[config.mk]
export PLATFORM = sky130hd
export DESIGN_NAME = spi_flash_responder_flat
export DESIGN_NICKNAME = d
export VERILOG_FILES = /design/src/rtl/spi_flash_responder_pkg.sv /design/src/rtl/spi_flash_responder_if.sv /design/src/rtl/spi_flash_responder_sync_edge.sv /design/src/rtl/spi_flash_responder.sv /design/src/flat_wrapper.sv
export SDC_FILE = /design/constraint.sdc
export NUM_CORES = 1
export LEC_CHECK = 0
export CAP_MARGIN = 25
export CELL_PAD_IN_SITES_DETAIL_PLACEMENT = 0
export CELL_PAD_IN_SITES_GLOBAL_PLACEMENT = 1
export CORE_ASPECT_RATIO = 0.6
export CORE_MARGIN = 1.5
export CORE_UTILIZATION = 46
export CTS_CLUSTER_SIZE = 28
export DETAILED_ROUTE_END_ITERATION = 8
export PLACE_DENSITY_LB_ADDON = 0.1
export SLEW_MARGIN = 20
export SYNTH_ARGS = -nofsm -noshare
export SYNTH_HDL_FRONTEND = slang
export SYNTH_SLANG_ARGS = --single-unit
export TNS_END_PERCENT = 30
[constraint.sdc]
create_clock -name clk -period 2.3 [get_ports clk]
set_input_delay 0.345 -clock clk [delete_from_list [all_inputs] [get_ports clk]]
set_output_delay 0.345 -clock clk [all_outputs]
set_load 0.02 [all_outputs]
[src/rtl/spi_flash_responder_pkg.sv]
// Shared command codes, FSM state type and constants for the SPI flash responder.
package spi_flash_resp_pkg;

   localparam logic [7:0] CMD_READ      = 8'h03;
   localparam logic [7:0] CMD_FAST_READ = 8'h0B;
   localparam logic [7:0] CMD_RDID      = 8'h9F;

   localparam int unsigned DUMMY_CYCLES = 8;

   typedef enum logic [2:0] {
      IDLE,
      CMD,
      ADDR,
      DUMMY,
      DATA,
      ID,
      IGNORE
   } state_t;

endpackage

[src/rtl/spi_flash_responder_if.sv]
// Byte-memory read port between the flash responder (master) and the attached memory (slave).
interface spi_flash_responder_if #(
   parameter int unsigned MEM_AW = 12
);
   logic [MEM_AW-1:0] mem_addr;
   logic              mem_re;
   logic [7:0]        mem_rdata;

   modport master (
      output mem_addr,
      output mem_re,
      input  mem_rdata
   );

   modport slave (
      input  mem_addr,
      input  mem_re,
      output mem_rdata
   );
endinterface

[src/rtl/spi_flash_responder_sync_edge.sv]
// Multi-flop synchroniser for one asynchronous input with single-cycle rise/fall pulses.
module spi_sync_edge #(
   parameter int unsigned SYNC_STAGES = 2,
   parameter logic        RST_VAL     = 1'b0
) (
   input  logic clk,
   input  logic rstn,
   input  logic d,
   output logic rise,
   output logic fall
);

   logic [SYNC_STAGES-1:0] sync;
   logic                   last;

   always_ff @(posedge clk or negedge rstn) begin
      if (!rstn) begin
         sync <= {SYNC_STAGES{RST_VAL}};
         last <= RST_VAL;
      end else begin
         sync <= {sync[SYNC_STAGES-2:0], d};
         last <= sync[SYNC_STAGES-1];
      end
   end

   assign rise = sync[SYNC_STAGES-1] & ~last;
   assign fall = ~sync[SYNC_STAGES-1] & last;

endmodule

[src/rtl/spi_flash_responder.sv]
// SPI NOR-flash responder (mode 0): READ 0x03 and RDID 0x9F served from a synchronous byte memory.
// Optional build macro SPI_FLASH_RESP_FASTREAD_EN adds FAST READ 0x0B with 8 dummy clocks.
module spi_flash_responder
   import spi_flash_resp_pkg::*;
#(
   parameter int unsigned ADDR_W      = 24,
   parameter int unsigned MEM_AW      = 12,
   parameter int unsigned SYNC_STAGES = 2,
   parameter logic [23:0] JEDEC_ID    = 24'hEF4016
) (
   input  logic                         clk,
   input  logic                         rstn,
   input  logic                         spi_sck,
   input  logic                         spi_csn,
   input  logic                         spi_mosi,
   output logic                         spi_miso,
   output logic                         spi_miso_oe,
   spi_flash_responder_if.master        mem,
   output logic                         busy,
   output logic                         cmd_err
);

   localparam logic [7:0]        CNT_ADDR_LAST = 8'(ADDR_W - 1);
   localparam logic [7:0]        CNT_ADDR_DONE = 8'(ADDR_W);
   localparam logic [ADDR_W-1:0] ADDR_ONE      = ADDR_W'(1);

   logic sck_rise, sck_fall, csn_rise, csn_fall;
   logic [SYNC_STAGES-1:0] mosi_sync;
   logic                   mosi_s;

   state_t            state, state_n;
   logic [7:0]        bit_cnt, cnt_n;
   logic [7:0]        cmd_sr, cmd_n;
   logic [7:0]        cmd_byte;
   logic [ADDR_W-1:0] addr, addr_n;
   logic [23:0]       tx_sr, tx_n;
   logic              miso_r, miso_n;
   logic              re_r, re_n;
   logic [MEM_AW-1:0] maddr_r, maddr_n;
   logic              rd_pend, rd_pend_n;
   logic              err_r, err_n;

   // CSn chain resets low so a reset released mid-transfer sees no fall until CSn cycles.
   spi_sync_edge #(.SYNC_STAGES(SYNC_STAGES), .RST_VAL(1'b0)) u_sck_sync (
      .clk  (clk),
      .rstn (rstn),
      .d    (spi_sck),
      .rise (sck_rise),
      .fall (sck_fall)
   );

   spi_sync_edge #(.SYNC_STAGES(SYNC_STAGES), .RST_VAL(1'b0)) u_csn_sync (
      .clk  (clk),
      .rstn (rstn),
      .d    (spi_csn),
      .rise (csn_rise),
      .fall (csn_fall)
   );

   always_ff @(posedge clk or negedge rstn) begin
      if (!rstn) begin
         mosi_sync <= '0;
      end else begin
         mosi_sync <= {mosi_sync[SYNC_STAGES-2:0], spi_mosi};
      end
   end

   assign mosi_s = mosi_sync[SYNC_STAGES-1];

   always_ff @(posedge clk or negedge rstn) begin
      if (!rstn) begin
         state   <= IDLE;
         bit_cnt <= '0;
         cmd_sr  <= '0;
         addr    <= '0;
         tx_sr   <= '0;
         miso_r  <= 1'b0;
         re_r    <= 1'b0;
         maddr_r <= '0;
         rd_pend <= 1'b0;
         err_r   <= 1'b0;
      end else begin
         state   <= state_n;
         bit_cnt <= cnt_n;
         cmd_sr  <= cmd_n;
         addr    <= addr_n;
         tx_sr   <= tx_n;
         miso_r  <= miso_n;
         re_r    <= re_n;
         maddr_r <= maddr_n;
         rd_pend <= rd_pend_n;
         err_r   <= err_n;
      end
   end

   always_comb begin
      state_n   = state;
      cnt_n     = bit_cnt;
      cmd_n     = cmd_sr;
      addr_n    = addr;
      tx_n      = tx_sr;
      miso_n    = miso_r;
      re_n      = 1'b0;
      maddr_n   = maddr_r;
      rd_pend_n = re_r;
      err_n     = 1'b0;
      cmd_byte  = {cmd_sr[6:0], mosi_s};

      if (csn_rise) begin
         state_n   = IDLE;
         cnt_n     = '0;
         miso_n    = 1'b0;
         rd_pend_n = 1'b0;
      end else begin
         case (state)
            IDLE: begin
               if (csn_fall) begin
                  state_n = CMD;
                  cnt_n   = '0;
                  cmd_n   = '0;
                  addr_n  = '0;
                  tx_n    = '0;
               end
            end
            CMD: begin
               if (sck_rise) begin
                  cmd_n = cmd_byte;
                  cnt_n = bit_cnt + 8'd1;
                  if (bit_cnt == 8'd7) begin
                     cnt_n = '0;
                     case (cmd_byte)
                        CMD_READ:      state_n = ADDR;
`ifdef SPI_FLASH_RESP_FASTREAD_EN
                        CMD_FAST_READ: state_n = ADDR;
`endif
                        CMD_RDID: begin
                           state_n = ID;
                           tx_n    = JEDEC_ID;
                        end
                        default: begin
                           state_n = IGNORE;
                           err_n   = 1'b1;
                        end
                     endcase
                  end
               end
            end
            ADDR: begin
               // Address complete: wait out the memory read, then hand over the first byte.
               if (rd_pend) begin
                  tx_n  = {mem.mem_rdata, 16'h0000};
                  cnt_n = '0;
`ifdef SPI_FLASH_RESP_FASTREAD_EN
                  state_n = (cmd_sr == CMD_FAST_READ) ? DUMMY : DATA;
`else
                  state_n = DATA;
`endif
               end else if (sck_rise && (bit_cnt != CNT_ADDR_DONE)) begin
                  addr_n = {addr[ADDR_W-2:0], mosi_s};
                  cnt_n  = bit_cnt + 8'd1;
                  if (bit_cnt == CNT_ADDR_LAST) begin
                     re_n    = 1'b1;
                     maddr_n = addr_n[MEM_AW-1:0];
                  end
               end
            end
`ifdef SPI_FLASH_RESP_FASTREAD_EN
            DUMMY: begin
               if (sck_rise) begin
                  cnt_n = bit_cnt + 8'd1;
                  if (bit_cnt == 8'(DUMMY_CYCLES - 1)) begin
                     cnt_n   = '0;
                     state_n = DATA;
                  end
               end
            end
`endif
            DATA: begin
               // Next byte is fetched on the fall driving bit 0 and lands before the following fall.
               if (rd_pend) begin
                  tx_n = {mem.mem_rdata, 16'h0000};
               end
               if (sck_fall) begin
                  miso_n = tx_sr[23];
                  tx_n   = {tx_sr[22:0], 1'b0};
                  cnt_n  = bit_cnt + 8'd1;
                  if (bit_cnt == 8'd7) begin
                     cnt_n   = '0;
                     addr_n  = addr + ADDR_ONE;
                     re_n    = 1'b1;
                     maddr_n = addr_n[MEM_AW-1:0];
                  end
               end
            end
            ID: begin
               if (sck_fall) begin
                  miso_n = tx_sr[23];
                  tx_n   = {tx_sr[22:0], 1'b0};
               end
            end
            IGNORE: begin
               state_n = IGNORE;
            end
            default: begin
               state_n = IDLE;
            end
         endcase
      end
   end

   assign spi_miso_oe  = (state == DATA) || (state == ID);
   assign spi_miso     = miso_r & spi_miso_oe;
   assign busy         = (state != IDLE);
   assign cmd_err      = err_r;
   assign mem.mem_addr = maddr_r;
   assign mem.mem_re   = re_r;

endmodule
[src/flat_wrapper.sv]
// flat-port wrapper written by rule: the top's interface ports become plain ports
module spi_flash_responder_flat import spi_flash_resp_pkg::*;
#(
   parameter int unsigned ADDR_W      = 24,
   parameter int unsigned MEM_AW      = 12,
   parameter int unsigned SYNC_STAGES = 2,
   parameter logic [23:0] JEDEC_ID    = 24'hEF4016
)
  (clk, rstn, spi_sck, spi_csn, spi_mosi, spi_miso, spi_miso_oe, busy, cmd_err, mem_mem_addr, mem_mem_re, mem_mem_rdata);
  spi_flash_responder_if #(.MEM_AW(MEM_AW)) mem_i ();
  input  logic clk;
  input  logic rstn;
  input  logic spi_sck;
  input  logic spi_csn;
  input  logic spi_mosi;
  output logic spi_miso;
  output logic spi_miso_oe;
  output logic busy;
  output logic cmd_err;
  output wire logic [$bits(mem_i.mem_addr)-1:0] mem_mem_addr;
  output wire logic [$bits(mem_i.mem_re)-1:0] mem_mem_re;
  input wire logic [$bits(mem_i.mem_rdata)-1:0] mem_mem_rdata;
  assign mem_mem_addr = mem_i.mem_addr;
  assign mem_mem_re = mem_i.mem_re;
  assign mem_i.mem_rdata = mem_mem_rdata;
  spi_flash_responder #(.ADDR_W(ADDR_W), .MEM_AW(MEM_AW), .SYNC_STAGES(SYNC_STAGES), .JEDEC_ID(JEDEC_ID)) u_core (.clk(clk), .rstn(rstn), .spi_sck(spi_sck), .spi_csn(spi_csn), .spi_mosi(spi_mosi), .spi_miso(spi_miso), .spi_miso_oe(spi_miso_oe), .mem(mem_i), .busy(busy), .cmd_err(cmd_err));
endmodule
==> impl_metrics.yaml, run 1 <==
critical_path:
  criticalPathCategory: "reg2out"
  timing.rr.start: "u_core.bit_cnt[1]"
  worst_r2r_path_depth: 8
  cp_cell_sequence: "buf_4 -> nor2b_4 -> and2_1 -> clkdlybuf4s50_1"
  r2r_end: "u_core.tx_sr[13]"
  crit_slowest_cell: "clkdlybuf4s50_1"
  path_buf_inv: 2
  endpoint_kind: "output port"
  r2r_slack_ns: 0.16
  required_ns: 1.96
  crit_family: "buffers and inverters"
  cp_data_arrival_time_ns: 1.85
  startpoint_type: "flip-flop"
  critPathLaunch: "u_core.state[2]"
  critPathMaxFanout: 10
  critPathMaxStageDelay_ns: 0.59
power:
  internal_power_mw: 3.30
  power.share.sequential_pct: 32.8
  p_sw_mw: 1.79
  pwr-share-comb_pct: 36.2
  power.density_nw_per_um2: 1020
  p_leak_nw: 2.09
  pwr-share-clk_pct: 31.0
  ir_drop_uv: 489
  switching_share_pct: 35.2
timing:
  tightest_slew_ns: 0.525
  max_freq_mhz: 455
  layout_min_cycle_time_ns: 2.20
  rsz0062_at_grt: "no"
  period_share_pct: 95.7
  hold_ws_ns: 0.346
  skew_ns: 0.00723
  slew-limit-headroom_pct: 64.6
  drv_slew: 0
  finalSetupViolations: 0
  final_hold_viol_count: 0
  fin_tns_setup_ns: 0
detailed_routing:
  via_per_inst: 5.77
  ant_nets: 0
  drtIter0Drc: 225
  wire_per_inst_um: 16.5
  routed_wl_um: 9650
  drt_pass1_iterations: 5
  vias: 3370
  drc_errors: 0
min_path:
  hold_end: "u_core.u_csn_sync.sync[1]"
  min_path_type: "reg2reg"
  holdPathStages: 0
  holdCritStartpoint: "u_core.u_csn_sync.sync[0]"
clock_network:
  clock_sinks: 78
  htreeDepth: 3
  cts_tree: "done"
  clockBufferDepth: 2
  cts_root_buffer: "clkbuf_16"
  clk_latency_ns: 0.34
  clk_pin_slew_ns: 0.06
  cts_setup_buffers: 0
  tritoncts.num_buffers: 9
floorplanning:
  dieWidth_um: 124
  fp.dieH_um: 75.9
  initial_core_util_pct: 47.6
  rows: 26
  coreArea_um2: 8560
  die_area_um2: 9450
  io_pins: 30
place:
  dp_hpwl_um: 6760
  place_congestion: 0.866
  portBuffers: 29
  dp.cells: 567
global_routing:
  grt-ovfl-total: 0
  track_usage_pct: 21.7
  grt_max_degree: 43
  grt_pass1_vias: 3085
  antenna_found_initial: 0
  grt_pass1_wl_um: 16200
cells_and_area:
  area_delta_synth_final_pct: 22.8
  nNetsFinal: 483
  drive_above_1_share_pct: 15.9
  finalNonFillerCells: 584
  n_antenna_cell: 0
synth:
  yosysWarnings: 0
  synthArstFlopShare_pct: 100
  yosys.area.top_type: "dfrtp_1"
  yosysSeqAreaShare_pct: 47.9
  synth.area.top_cells: "dfrtp_1 (48%), o21ai_0 (5.8%), a21oi_1 (3.2%)"
  ys_seq_elements: 78
  synth_top_area_share_pct: 47.9
  synth-edff-count: 0
  postSynthAreaPerCell_um2: 9.65
  ys_types: 65
  synth-main-ff-cell: "dfrtp_1"
  netlist_instances: 422
  synth_area_um2: 4070
  syn-num-nets: 438
outcome:
  outcome: "complete, no violations"
flow_run:
  cap_violations: 0
synth_stat cells, drive strengths merged, types with 4 or more instances:
library cell	number
a21oi	26
nand2b	7
a21o	4
clkbuf	15
nand3	16
o2bb2ai	12
o21ai	61
nor2	21
and2	7
nor3b	6
and3	4
nand4	7
nor2b	4
dfrtp	78
a221oi	9
o31ai	5
inv	18
buf	15
nor3	12
a22o	11
nand2	29
worst reg2reg max path: cells and delay by family (launching register included):
kind	cells	cell delay (ns)
AND/OR/NAND/NOR	3	0.55
AO/OA/AOI/OAI	2	0.46
buffers and inverters	2	0.42
flip-flops	1	0.38
adder cells (fa/ha/maj)	1	0.22
registers in the layout, indices dropped and copies added, names as in the netlist, 2 cells and up:
register                flops
u_core.tx_sr               24
u_core.addr                12
u_core.mem.mem_addr        12
u_core.bit_cnt              8
u_core.cmd_sr               7
u_core.state                3
u_core.mosi_sync            2
u_core.u_csn_sync.sync      2
u_core.u_sck_sync.sync      2
worst max path at each step:
stage                     slack, ns  cells after the start           endpoint
after floorplan                0.27                      7   u_core.tx_sr[14]
after detailed placement       0.13                      7    u_core.tx_sr[3]
after global routing           0.03                      8   u_core.tx_sr[11]
after global placement         0.15                      7  u_core.bit_cnt[3]
after CTS                      0.05                      4           spi_miso
final                          0.10                      4           spi_miso
layout by cell type (no fill, tap or decap), types with 3 or more instances in the layout:
| master | n |
|---|---|
| clkbuf_16 | 9 |
| a221oi_1 | 8 |
| a21oi_1 | 26 |
| nand4_1 | 6 |
| o2bb2ai_1 | 12 |
| and3_1 | 4 |
| nor3b_1 | 4 |
| a21o_1 | 4 |
| mux2i_1 | 3 |
| o21ai_1 | 13 |
| buf_4 | 32 |
| nor3_1 | 12 |
| mux2_2 | 3 |
| nand2b_1 | 7 |
| dfrtp_1 | 78 |
| o21ai_0 | 47 |
| nand2_1 | 29 |
| and2_1 | 6 |
| nor2b_1 | 3 |
| ha_1 | 3 |
| nor2_1 | 20 |
| o31ai_1 | 4 |
| a22oi_1 | 3 |
| a22o_1 | 11 |
| clkdlybuf4s50_1 | 28 |
| inv_1 | 18 |
| buf_12 | 3 |
| nand3_1 | 16 |
layer usage:
layer | global-route usage [%] | vias to the layer above | wire length [um]
li1 | - | 1659 | -
met5 | 0 | - | 0
met4 | 4.98 | 0 | 76
met3 | 5.06 | 7 | 462
met1 | 34.8 | 1625 | 5460
met2 | 29.0 | 79 | 3650
repair_timing:
action,CTS,global route
hold endpoints to repair,10,0
resized for setup,1,4
hold buffers,1,0
setup endpoints to repair,1,17
stage by stage:
stage	utilization, %	setup WS, ns	area (um^2)	total power, mW
floorplan	-	0.273	4070	2.91
global placement	54.3	0.148	4640	3.48
detailed placement	54.3	0.128	4640	3.51
CTS	58.3	0.0477	4990	5.10
global route	58.5	0.0339	5000	5.40
finish	58.5	0.100	5000	5.09
logic make-up (layout without fill, tap and decap cells):
logic type | count (synthesis) | after routing | share of synthesized area (%)
AOI/OAI and AO/OA | 152 | 152 | 25.0
xor gates and xnor gates | 1 | 1 | 0.215
adders and majority gates | 3 | 3 | 0.922
buffers and inverters | 48 | 98 | 5.38
DFF | 78 | 78 | 47.9
muxes | 6 | 6 | 1.57
and+or+nand+nor | 134 | 134 | 19.0
power groups by stage:
| stage | logic [mW] | clock network (mW) | registers (mW) |
|---|---|---|---|
| after detailed placement | 1.82 | 0 | 1.69 |
| after global placement | 1.80 | 0 | 1.68 |
| after CTS | 1.83 | 1.60 | 1.67 |
| after global routing | 2.05 | 1.66 | 1.69 |
| final | 1.84 | 1.58 | 1.67 |
| after floorplan | 1.27 | 0 | 1.64 |
layout make-up:
type	instances	area, um^2
Multi-Input combinational cell	296	1920
Clock buffer	10	239
Sequential cell	78	1950
Tap cell	112	140
Fill cell	713	3550
Clock inverter	6	93.8
Inverter	18	67.6
Timing Repair Buffer	64	591
Power figures use the tool's default switching activity.
==> inputs of run 2 (changes only) <==
Settings changed: SLEW_MARGIN 20 to not set.
==> results of run 2 <==
Final layout, timing and power as in run 1 (identical DEF).
